File: src/rtl/pipe_stage_skid.sv
// pipe_stage_skid: valid/ready pipeline stage register with a 2-entry skid
// buffer. The main register drives dn_*; the skid register catches the one
// extra entry that arrives while downstream stalls. This keeps up_ready_o a
// pure register output.
// Optional feature macro: PIPE_STAGE_PERF_EN adds saturating stall and flush
// cycle counters, together with their CNT_W parameter and output ports.
module pipe_stage_skid #(
    parameter int                DATA_W      = 32,
    parameter int                ADDR_W      = 32,
    parameter logic [DATA_W-1:0] FLUSH_VALUE = {DATA_W{1'b0}}
`ifdef PIPE_STAGE_PERF_EN
    ,
    parameter int                CNT_W       = 16
`endif
) (
    input  logic              clk_i,
    input  logic              rst_ni,
    input  logic              flush_i,
    input  logic              up_valid_i,
    output logic              up_ready_o,
    input  logic [DATA_W-1:0] up_data_i,
    input  logic [ADDR_W-1:0] up_pc_i,
    output logic              dn_valid_o,
    input  logic              dn_ready_i,
    output logic [DATA_W-1:0] dn_data_o,
    output logic [ADDR_W-1:0] dn_pc_o
`ifdef PIPE_STAGE_PERF_EN
    ,
    output logic [CNT_W-1:0]  stall_cnt_o,
    output logic [CNT_W-1:0]  flush_cnt_o
`endif
);

    logic              main_valid;
    logic [DATA_W-1:0] main_data;
    logic [ADDR_W-1:0] main_pc;
    logic              skid_valid;
    logic [DATA_W-1:0] skid_data;
    logic [ADDR_W-1:0] skid_pc;

    logic acc;
    logic drn;

    // The handshake is built only from registered state. There is no path
    // from dn_ready_i to up_ready_o.
    assign up_ready_o = ~skid_valid;
    assign dn_valid_o = main_valid;
    assign dn_data_o  = main_data;
    assign dn_pc_o    = main_pc;

    assign acc = up_valid_i & up_ready_o;
    assign drn = main_valid & dn_ready_i;

    // Main/skid state update: flush clears both, otherwise move entries in order
    // NOTE: sequential state uses non-blocking (<=) so every register samples
    // pre-edge values; blocking here would create order-dependent races.
    always_ff @(posedge clk_i or negedge rst_ni) begin
        if (!rst_ni) begin
            // NOTE: the payload registers are reset, not just the valid bits,
            // because the bubble contents on dn_* must be deterministic.
            main_valid <= 1'b0;
            main_data  <= FLUSH_VALUE;
            main_pc    <= '0;
            skid_valid <= 1'b0;
            skid_data  <= FLUSH_VALUE;
            skid_pc    <= '0;
        end else if (flush_i) begin
            // Any accept this cycle is discarded. A drain this cycle simply
            // consumed the old entry.
            main_valid <= 1'b0;
            main_data  <= FLUSH_VALUE;
            main_pc    <= '0;
            skid_valid <= 1'b0;
        end else if (skid_valid) begin
            // up_ready_o is low, so no accept can happen here.
            if (drn) begin
                main_valid <= 1'b1;
                main_data  <= skid_data;
                main_pc    <= skid_pc;
                skid_valid <= 1'b0;
            end
        end else if (!main_valid || drn) begin
            if (acc) begin
                main_valid <= 1'b1;
                main_data  <= up_data_i;
                main_pc    <= up_pc_i;
            end else begin
                main_valid <= 1'b0;
                main_data  <= FLUSH_VALUE;
                main_pc    <= '0;
            end
        end else if (acc) begin
            // Main is held by a stalled downstream, so the new entry goes to skid.
            skid_valid <= 1'b1;
            skid_data  <= up_data_i;
            skid_pc    <= up_pc_i;
        end
    end

`ifdef PIPE_STAGE_PERF_EN
    // Saturating performance counters. A flush does not clear them.
    always_ff @(posedge clk_i or negedge rst_ni) begin
        if (!rst_ni) begin
            stall_cnt_o <= '0;
            flush_cnt_o <= '0;
        end else begin
            if (main_valid && !dn_ready_i && (stall_cnt_o != {CNT_W{1'b1}})) begin
                stall_cnt_o <= stall_cnt_o + 1'b1;
            end
            if (flush_i && (flush_cnt_o != {CNT_W{1'b1}})) begin
                flush_cnt_o <= flush_cnt_o + 1'b1;
            end
        end
    end
`endif

endmodule

File: config.mk
export PLATFORM = sky130hd
export DESIGN_NAME = pipe_stage_skid
export DESIGN_NICKNAME = d
export VERILOG_FILES = /design/src/rtl/pipe_stage_skid.sv
export SDC_FILE = /design/constraint.sdc
export NUM_CORES = 1
export LEC_CHECK = 0
export ABC_CLOCK_PERIOD_IN_PS = 4800
export CELL_PAD_IN_SITES_DETAIL_PLACEMENT = 1
export CELL_PAD_IN_SITES_GLOBAL_PLACEMENT = 1
export CORE_AREA = 5 5 137 113
export CTS_CLUSTER_DIAMETER = 150
export DETAILED_ROUTE_END_ITERATION = 10
export DIE_AREA = 0 0 142 118
export PLACE_DENSITY = 0.85
export SYNTH_ARGS = -nofsm -noshare
export SYNTH_HDL_FRONTEND = slang
export SYNTH_SLANG_ARGS = --single-unit
File: constraint.sdc
create_clock -name clk_i -period 4.8 [get_ports clk_i]
set_input_delay 0.72 -clock clk_i [delete_from_list [all_inputs] [get_ports clk_i]]
set_output_delay 0.72 -clock clk_i [all_outputs]
set_load 0.01 [all_outputs]
After elaboration in Yosys (flattened, before gate mapping)
Cells that the tools add are included.

word-level totals
  flip-flop bits (word level) = 130
  bits of input ports = 69
  output and inout bits = 66
  logic and storage cells = 36

operators by class
  equality and inequality tests = 1
  multiplexer cells = 19
  bitwise logic cells = 5
  reduce and logical (&&, ||, !) cells = 5

operators with widths
  operator                                                number
  2-to-1 mux 32 bit                                       10
  2-to-1 mux 1 bit                                        9
  AND reduction 4 bit                                     1
  inequality test 3 x 2 -> 1 bit (second input constant)  1
  inverter 1 bit                                          3
  nonzero test 3 bit                                      1
  AND 1 bit                                               2
  AND reduction 2 bit                                     1
  zero test 1 bit                                         1
  logical OR 1 bit                                        1

Depth between registers and ports, before layout
Gate-level depths: netlist of the first run.

  depth after elaboration = 6
  mapped depth = 6
  mapped depth without buffers = 3

Least setup slack after synthesis of the first run
No wires, ideal clock.

  path kind = input port to flip-flop
  start point = in up_valid_i
  end point = reg skid_data[0]
  arrival time = 1.867 ns
  data required time = 4.673 ns
  setup slack = 2.806 ns
  cell stages on the path = 6
  cells stage by stage = buf_2 > nand2b_1 > nor4b_2 > buf_4 > buf_6 > mux2_1

between the ends
  word-level cells in the longest chain between the ends = 2

ends and longest elaborated chain
  item                           RTL line  text
  start: declaration             19        input logic up_valid_i,
  AND 1 bit                      51        assign acc = up_valid_i & up_ready_o;
  AND reduction 4 bit (no line)  -
  end signal: assignment         95        skid_data <= up_data_i;
  end: declaration               38        logic [DATA_W-1:0] skid_data;

Every way passes these cells.
A chain may end at the register's enable or synchronous reset.

Worst setup path after layout of the first run
  start point = reg skid_valid
  end point = out up_ready_o

between the ends
  word-level cells in the longest chain between the ends = 1

ends and longest elaborated chain
  item                      RTL line  text
  start: declaration        37        logic skid_valid;
  start signal: assignment  64        skid_valid <= 1'b0;
  start signal: assignment  73        skid_valid <= 1'b0;
  start signal: assignment  80        skid_valid <= 1'b0;
  inverter 1 bit (no line)  -
  end: declaration          20        output logic up_ready_o,

Every way passes these cells.

==> summary.txt, run 1 <==
Hold path
  – Worst Hold Class: input port to async pin

Floorplan
  – Die Wd: 142 um
  – # IOs: 135
  – Chip Height: 118 um
  – Cell row count: 39
  – Initial core utilization: 40.9%
  – Core area: 14000 um2
  – Full die area: 16800 um2

CTS
  – Clk slew on worst S/H paths: 60 ps
  – CTS Buf Count: 17
  – CTS tree: done
  – Htree depth: 4
  – Clock Tree Buf Depth: 2
  – Setup Buffers After CTS: 0
  – Skew-Pair Late Insertion Delay: 420 ps
  – Clock Sinks: 130
  – Post-CTS Resized: 0
  – Post-CTS Hold Buffers: 0
  – Root Buffer: clkbuf_16

Synth
  – Synth Register Bits: 130
  – Sequential area share after synthesis: 57.1%
  – Commonest cells post-synth: dfrtp_1, nand2_1, a22o_1, o21ai_0, mux2_1
  – Syn. warnings: 0
  – Commonest register cell after synthesis: dfrtp_1
  – Post-synth cell types: 20
  – Gate Count Post-Synth: 497
  – Post-synth top area share: 57.1%
  – Async set-reset flop share out of synthesis: 100%
  – Post-Syn Area: 5700 um2
  – Post-synth EDFFs: 0
  – Most frequent cell after synthesis: dfrtp_1
  – Synth Area per Inst: 11.5 um2
  – Main area contributors after synthesis: dfrtp_1, mux2_1, a22o_1
  – Syn Nets: 566
  – Post-synth top area cell: dfrtp_1

Timing
  – Clock Skew: 7.00 ps
  – Final Hold Violating Endpoints: 0
  – Period utilisation layout: 65.1%
  – Final setup vio count: 0
  – Post-route setup TNS: 0 ps
  – WHS: 403 ps
  – Minimum clock period: 3130 ps
  – Worst Tran Pin Value: 870 ps
  – Final Slew Violations: 0
  – RSZ-0062 raised after global routing: false
  – Relative slew slack: 42.0%
  – Fmax: 320 MHz

Setup path
  – CP Data Required Time: 4080 ps
  – CP Capture Type: primary output
  – Startpoint types: flip-flop
  – CP arrival: 2410 ps
  – Crit Path Category: flip-flop to primary output
  – Worst-path fanout max: 96
  – R2R Setup Slk: 2340 ps

Placed design
  – Post-placement cell count: 781
  – Port bufs: 134
  – Final GP Congestion: 0.781
  – DP Wirelength: 10100 um
  – Dpl cell area: 7060 um2

Pwr
  – Static leakage: 3.30 nW
  – Pwr dens: 392 nW/um2
  – Worst-case vdd ir drop: 0.255 mV

Global route
  – Total grt overflow: 0
  – First-pass GRT wire length: 25600 um
  – Pin count of the biggest net entering global routing: 97
  – Initial antenna violation count: 0
  – Met2 usage: 29.3%
  – Met1 Resource Use GR: 26.2%
  – Met3 usage: 6.26%
  – Top Usage Layer GRT: met2
  – Vias in the first global route: 4743
  – All-layer global routing usage: 19.1%

Drt
  – 1st-iter DRT viols: 249
  – DRT antenna net count: 0
  – DR vias: 4276
  – WL/cell: 19.0 um
  – Vias per inst: 5.28
  – Routed wire length: 15400 um
  – # DRC: 0
  – Drt pass-1 iters: 4

Finish
  – Layout cells sized above 1: 6.87%
  – Util after Layout: 54.3%
  – Final Non-Filler Cells: 810
  – Final-stage net count: 685
  – Diodes inserted: 0
  – Finished Cell Area: 7580 um2
  – Area delta synth->final: 32.9%

Status
  – Status: complete, no violations

Job
  – Max Cap Viol: 0
==> per-stage QoR <==
stage | power [W] | worst slack, ps
3_5_place_dp | 0.00183 | 1620
6_report | 0.00297 | 1670
3_3_place_gp | 0.00179 | 1730
5_1_grt | 0.00312 | 1460
2_1_floorplan | 0.00160 | 2810
4_1_cts | 0.00300 | 1630
==> path summary, 6_finish.rpt <==
kind,start,end,cells after the start
min,rst_ni,dn_data_o[18]$_DFFE_PN0P_,1
max reg2reg,skid_valid$_DFF_PN0_,skid_pc[0]$_DFFE_PN0P_,4
max,skid_valid$_DFF_PN0_,up_ready_o,3
min reg2reg,skid_pc[29]$_DFFE_PN0P_,skid_pc[29]$_DFFE_PN0P_,1
min in group clk_i,skid_pc[29]$_DFFE_PN0P_,skid_pc[29]$_DFFE_PN0P_,1
max in group asynchronous,rst_ni,skid_pc[14]$_DFFE_PN0P_,2
==> per-layer routing <==
layer | share of wire, % | routed length [um] | vias up
li1 | - | - | 1979
met1 | 47 | 7160 | 2162
met2 | 46 | 7120 | 117
met3 | 6.2 | 949 | 18
met4 | 1.0 | 159 | 0
met5 | 0 | 0 | -
==> worst max-delay path, cell delays in order, from the launching register on <==
cell             delay, ps
dfrtp_4                640
buf_4                  710
inv_1                  100
clkdlybuf4s50_1        510
==> registers in the layout, indices dropped and copies added (netlist names) <==
name        flops
skid_data      32
dn_valid_o      1
skid_valid      1
skid_pc        32
dn_pc_o        32
dn_data_o      32
==> cells by family after synthesis <==
| logic type | synth area share, % |
|---|---|
| simple gates | 8.82 |
| buf+inv | 5.05 |
| mux | 12.6 |
| compound gates | 16.4 |
| flops | 57.1 |
==> cells in the final DEF (no fill, tap or decap) <==
cell type / count
a211oi_4: 2
nand2_1: 122
buf_4: 8
nand2b_1: 1
clkbuf_8: 1
o21a_1: 1
o21ai_0: 62
mux2_1: 60
nor2b_1: 1
buf_2: 1
bufinv_16: 1
nor4b_4: 1
clkbuf_16: 17
clkbuf_1: 4
dfrtp_4: 1
nor2b_4: 1
mux2_2: 4
clkinvlp_4: 1
dfrtp_1: 129
inv_1: 2
clkinv_2: 5
a21oi_1: 1
nor2_1: 1
clkdlybuf4s50_1: 132
a22o_1: 67
==> layout make-up <==
type                    instances  area (um2)
clock inverters                 7        62.6
clock buffers                  22         454
inverters                       2        7.51
repair buffers                141        1390
fillers                      1488        6380
well taps                     184         230
flip-flops and latches        130        3260
multi-input cells             324        2180
==> report_power, final <==
part	total, W	switching, W	internal [W]	leakage, nW
Combinational	0.000427	0.000197	0.000230	1.37
Sequential	0.00138	0.000104	0.00128	1.68
Clock	0.00116	0.000450	0.000710	0.255
(Power assumes the default switching activity.)
==> run 2, diff against run 1 <==
==> config.mk (replaced) <==
export PLATFORM = sky130hd
export DESIGN_NAME = pipe_stage_skid
export DESIGN_NICKNAME = d
export VERILOG_FILES = /design/src/rtl/pipe_stage_skid.sv
export SDC_FILE = /design/constraint.sdc
export NUM_CORES = 1
export LEC_CHECK = 0
export ABC_CLOCK_PERIOD_IN_PS = 2900
export CELL_PAD_IN_SITES_DETAIL_PLACEMENT = 1
export CELL_PAD_IN_SITES_GLOBAL_PLACEMENT = 1
export CORE_AREA = 5 5 142 117
export CTS_CLUSTER_DIAMETER = 150
export DETAILED_ROUTE_END_ITERATION = 10
export DIE_AREA = 0 0 147 122
export PLACE_DENSITY = 0.8
export SYNTH_ARGS = -nofsm -noshare
export SYNTH_HDL_FRONTEND = slang
export SYNTH_SLANG_ARGS = --single-unit
==> constraint.sdc (replaced) <==
create_clock -name clk_i -period 2.9 [get_ports clk_i]
set_input_delay 0.435 -clock clk_i [delete_from_list [all_inputs] [get_ports clk_i]]
set_output_delay 0.435 -clock clk_i [all_outputs]
set_load 0.01 [all_outputs]
==> run 2 against run 1 <==
  * Via count is 1.0% higher
  * Cell area increased by 2.1%
  * Clock skew fell by 2.7 ps
  * First-iteration DRC count is 7.6% lower
  * Core utilization down 3.5 points
  * Combinational power up 69%
  * Non-clock buffer count increased by 2
  * Count of clock-buffer cells in the layout increased by 5
  * Clock power up 84%
  * Wire length rose by 0.84%
  * Global-route usage decreased by 1.2 points
  * Cell count up 1.6%
  * Critical path type unchanged
  * Largest power group unchanged
==> summary.txt, run 2 (synthesis gave the netlist of run 1 again) <==
Status
  – Status: complete, no violations

Floorplan
  – Cell row count: 41 (+5.1%)
  – Core area: 15200 um2 (+9.2%)
  – Initial core utilization: 37.4% (-3.4 points)
  – # IOs: 135 (unchanged)
  – Chip Height: 122 um (+3.4%)
  – Die Wd: 147 um (+3.5%)
  – Full die area: 17900 um2 (+7.0%)

Timing
  – Fmax: 493 MHz
  – Period utilisation layout: 69.9%
  – Post-route setup TNS: 0 ps (unchanged)
  – RSZ-0062 raised after global routing: false
  – Worst Tran Pin Value: 714 ps (-156 ps)
  – Relative slew slack: 52.4% (+10 points)
  – Final Slew Violations: 0 (unchanged)
  – Final setup vio count: 0 (unchanged)
  – Final Hold Violating Endpoints: 0 (unchanged)
  – Clock Skew: 4.27 ps (-2.73 ps)
  – Minimum clock period: 2030 ps

Finish
  – Area occupied by multi-input gates: 2180 um2 (unchanged)
  – Final-stage net count: 687 (+0.29%)
  – Area delta synth->final: 35.7%
  – Most common cell after layout, fill and taps aside: clkdlybuf4s50_1
  – Diodes inserted: 0 (unchanged)
  – Register area: 3260 um2 (unchanged)
  – Most frequent cells in the layout: clkdlybuf4s50_1, dfrtp_1, nand2_1, a22o_1, o21ai_0
  – Util after Layout: 50.8% (-3.5 points)
  – Finished Cell Area: 7740 um2 (+2.1%)
  – Fillers: 1597 (+7.3%)
  – Final Non-Filler Cells: 823 (+1.6%)
  – Layout cells sized above 1: 7.30% (+0.43 points)

CTS
  – Htree depth: 4 (unchanged)
  – Post-CTS Resized: 0 (unchanged)
  – Clock Sinks: 130 (unchanged)
  – Clk slew on worst S/H paths: 50 ps (about the same)
  – Skew-Pair Late Insertion Delay: 410 ps (about the same)
  – CTS tree: done
  – Clock Tree Buf Depth: 2 (unchanged)
  – Root Buffer: clkbuf_16
  – CTS Buf Count: 17 (unchanged)

Placed design
  – DP Wirelength: 9880 um (-2.2%)
  – Port bufs: 134 (unchanged)
  – Post-placement cell count: 791 (+1.3%)
  – Dpl cell area: 7140 um2 (+1.0%)
  – Final GP Congestion: 0.730 (-6.6%)

Setup path
  – CP Capture Type: primary output
  – CP Data Required Time: 2470 ps (-1610 ps)
  – Startpoint types: flip-flop
  – Crit Path Category: flip-flop to primary output
  – R2R Setup Slk: 900 ps (-1440 ps)
  – Top Family by Delay on Critical Path: buffers and inverters
  – Crit path cell chain: clkdlybuf4s50_1
  – Critical path's slowest cell: clkdlybuf4s50_1
  – Count of buffer and inverter cells on the critical path: 1 (-2)
  – Worst-path fanout max: 7 (-93%)
  – CP arrival: 1590 ps (-820 ps)
  – Max incr delay on CP: 610 ps (-100 ps)

Global route
  – All-layer global routing usage: 18.0% (-1.2 points)
  – Initial antenna violation count: 0 (unchanged)
  – Pin count of the biggest net entering global routing: 72 (-26%)
  – First-pass GRT wire length: 25400 um (-0.92%)
  – Vias in the first global route: 4901 (+3.3%)
  – Total grt overflow: 0 (unchanged)

Pwr
  – P_sw: 0.00124 W (+65%)
  – Worst-case vdd ir drop: 0.374 mV (+47%)
  – Clk network pwr share: 41.6% (+2.5 points)
  – Comb pwr share: 14.1% (-0.3 points)
  – Static leakage: 3.36 nW (+1.9%)
  – Share of power burned in registers: 44.3% (-2.3 points)
  – Pwr dens: 664 nW/um2 (+69%)
  – Switch share: 24.1% (-1.2 points)
  – Internal Power: 0.00390 W (+76%)

Drt
  – Routed wire length: 15500 um (+0.84%)
  – 1st-iter DRT viols: 230 (-7.6%)
  – Vias per inst: 5.25 (-0.57%)
  – WL/cell: 18.9 um (-0.75%)
  – # DRC: 0 (unchanged)
  – Drt pass-1 iters: 4 (unchanged)
  – DRT antenna net count: 0 (unchanged)
  – DR vias: 4320 (+1.0%)

Job
  – Max Cap Viol: 0 (unchanged)

Hold path
  – Worst Hold Class: input port to flip-flop
-- run 2: layout make-up --
type                    instances  area share (%)
repair buffers                143            18.8
inverters                       2          0.0970
clock buffers                  27            6.76
multi-input cells             324            28.2
flip-flops and latches        130            42.1
clock inverters                 4           0.905
well taps                     193            3.12
-- run 2: repair_timing --
action                                 CTS  global route
hold buffers                             1             0
endpoints found under the hold margin   26             0
setup buffers                            0             0
-- run 2: worst paths after layout --
| check | to | depth (start not counted) | startpoint |
|---|---|---|---|
| worst max-delay path | dn_valid_o | 1 | dn_valid_o$_DFFE_PN0P_ |
| worst min-delay path | dn_valid_o$_DFFE_PN0P_ | 3 | up_valid_i |
| worst max register to register | dn_data_o[8]$_DFFE_PN0P_ | 5 | skid_valid$_DFF_PN0_ |
| worst min register to register | skid_data[11]$_DFFE_PN0P_ | 1 | skid_data[11]$_DFFE_PN0P_ |
| max in group asynchronous | dn_pc_o[1]$_DFFE_PN0P_ | 3 | rst_ni |
| min in group asynchronous | dn_pc_o[16]$_DFFE_PN0P_ | 2 | rst_ni |
-- run 2: stage by stage --
step	hold slack [ps]	power [W]	worst slack, ps
6_report	382	0.00514	873
5_1_grt	386	0.00539	781
4_1_cts	362	0.00521	837
3_5_place_dp	328	0.00303	598
3_3_place_gp	323	0.00296	648
2_1_floorplan	139	0.00265	1190
-- run 2: power by group through the flow --
stage / registers, W / clock network [W] / logic, W
global placement: 0.00228 / 0 / 0.000685
CTS: 0.00228 / 0.00219 / 0.000740
floorplan: 0.00228 / 0 / 0.000370
detailed placement: 0.00231 / 0 / 0.000728
global route: 0.00232 / 0.00227 / 0.000802
finish: 0.00228 / 0.00214 / 0.000723
-- run 2: layer usage --
| layer | up-vias | routed length [um] | GRT usage (%) |
|---|---|---|---|
| met5 | - | 0 | 0 |
| met1 | 2210 | 6710 | 21.2 |
| met3 | 16 | 848 | 5.91 |
| met4 | 0 | 175 | 5.41 |
| met2 | 110 | 7790 | 31.5 |
| li1 | 1984 | - | - |
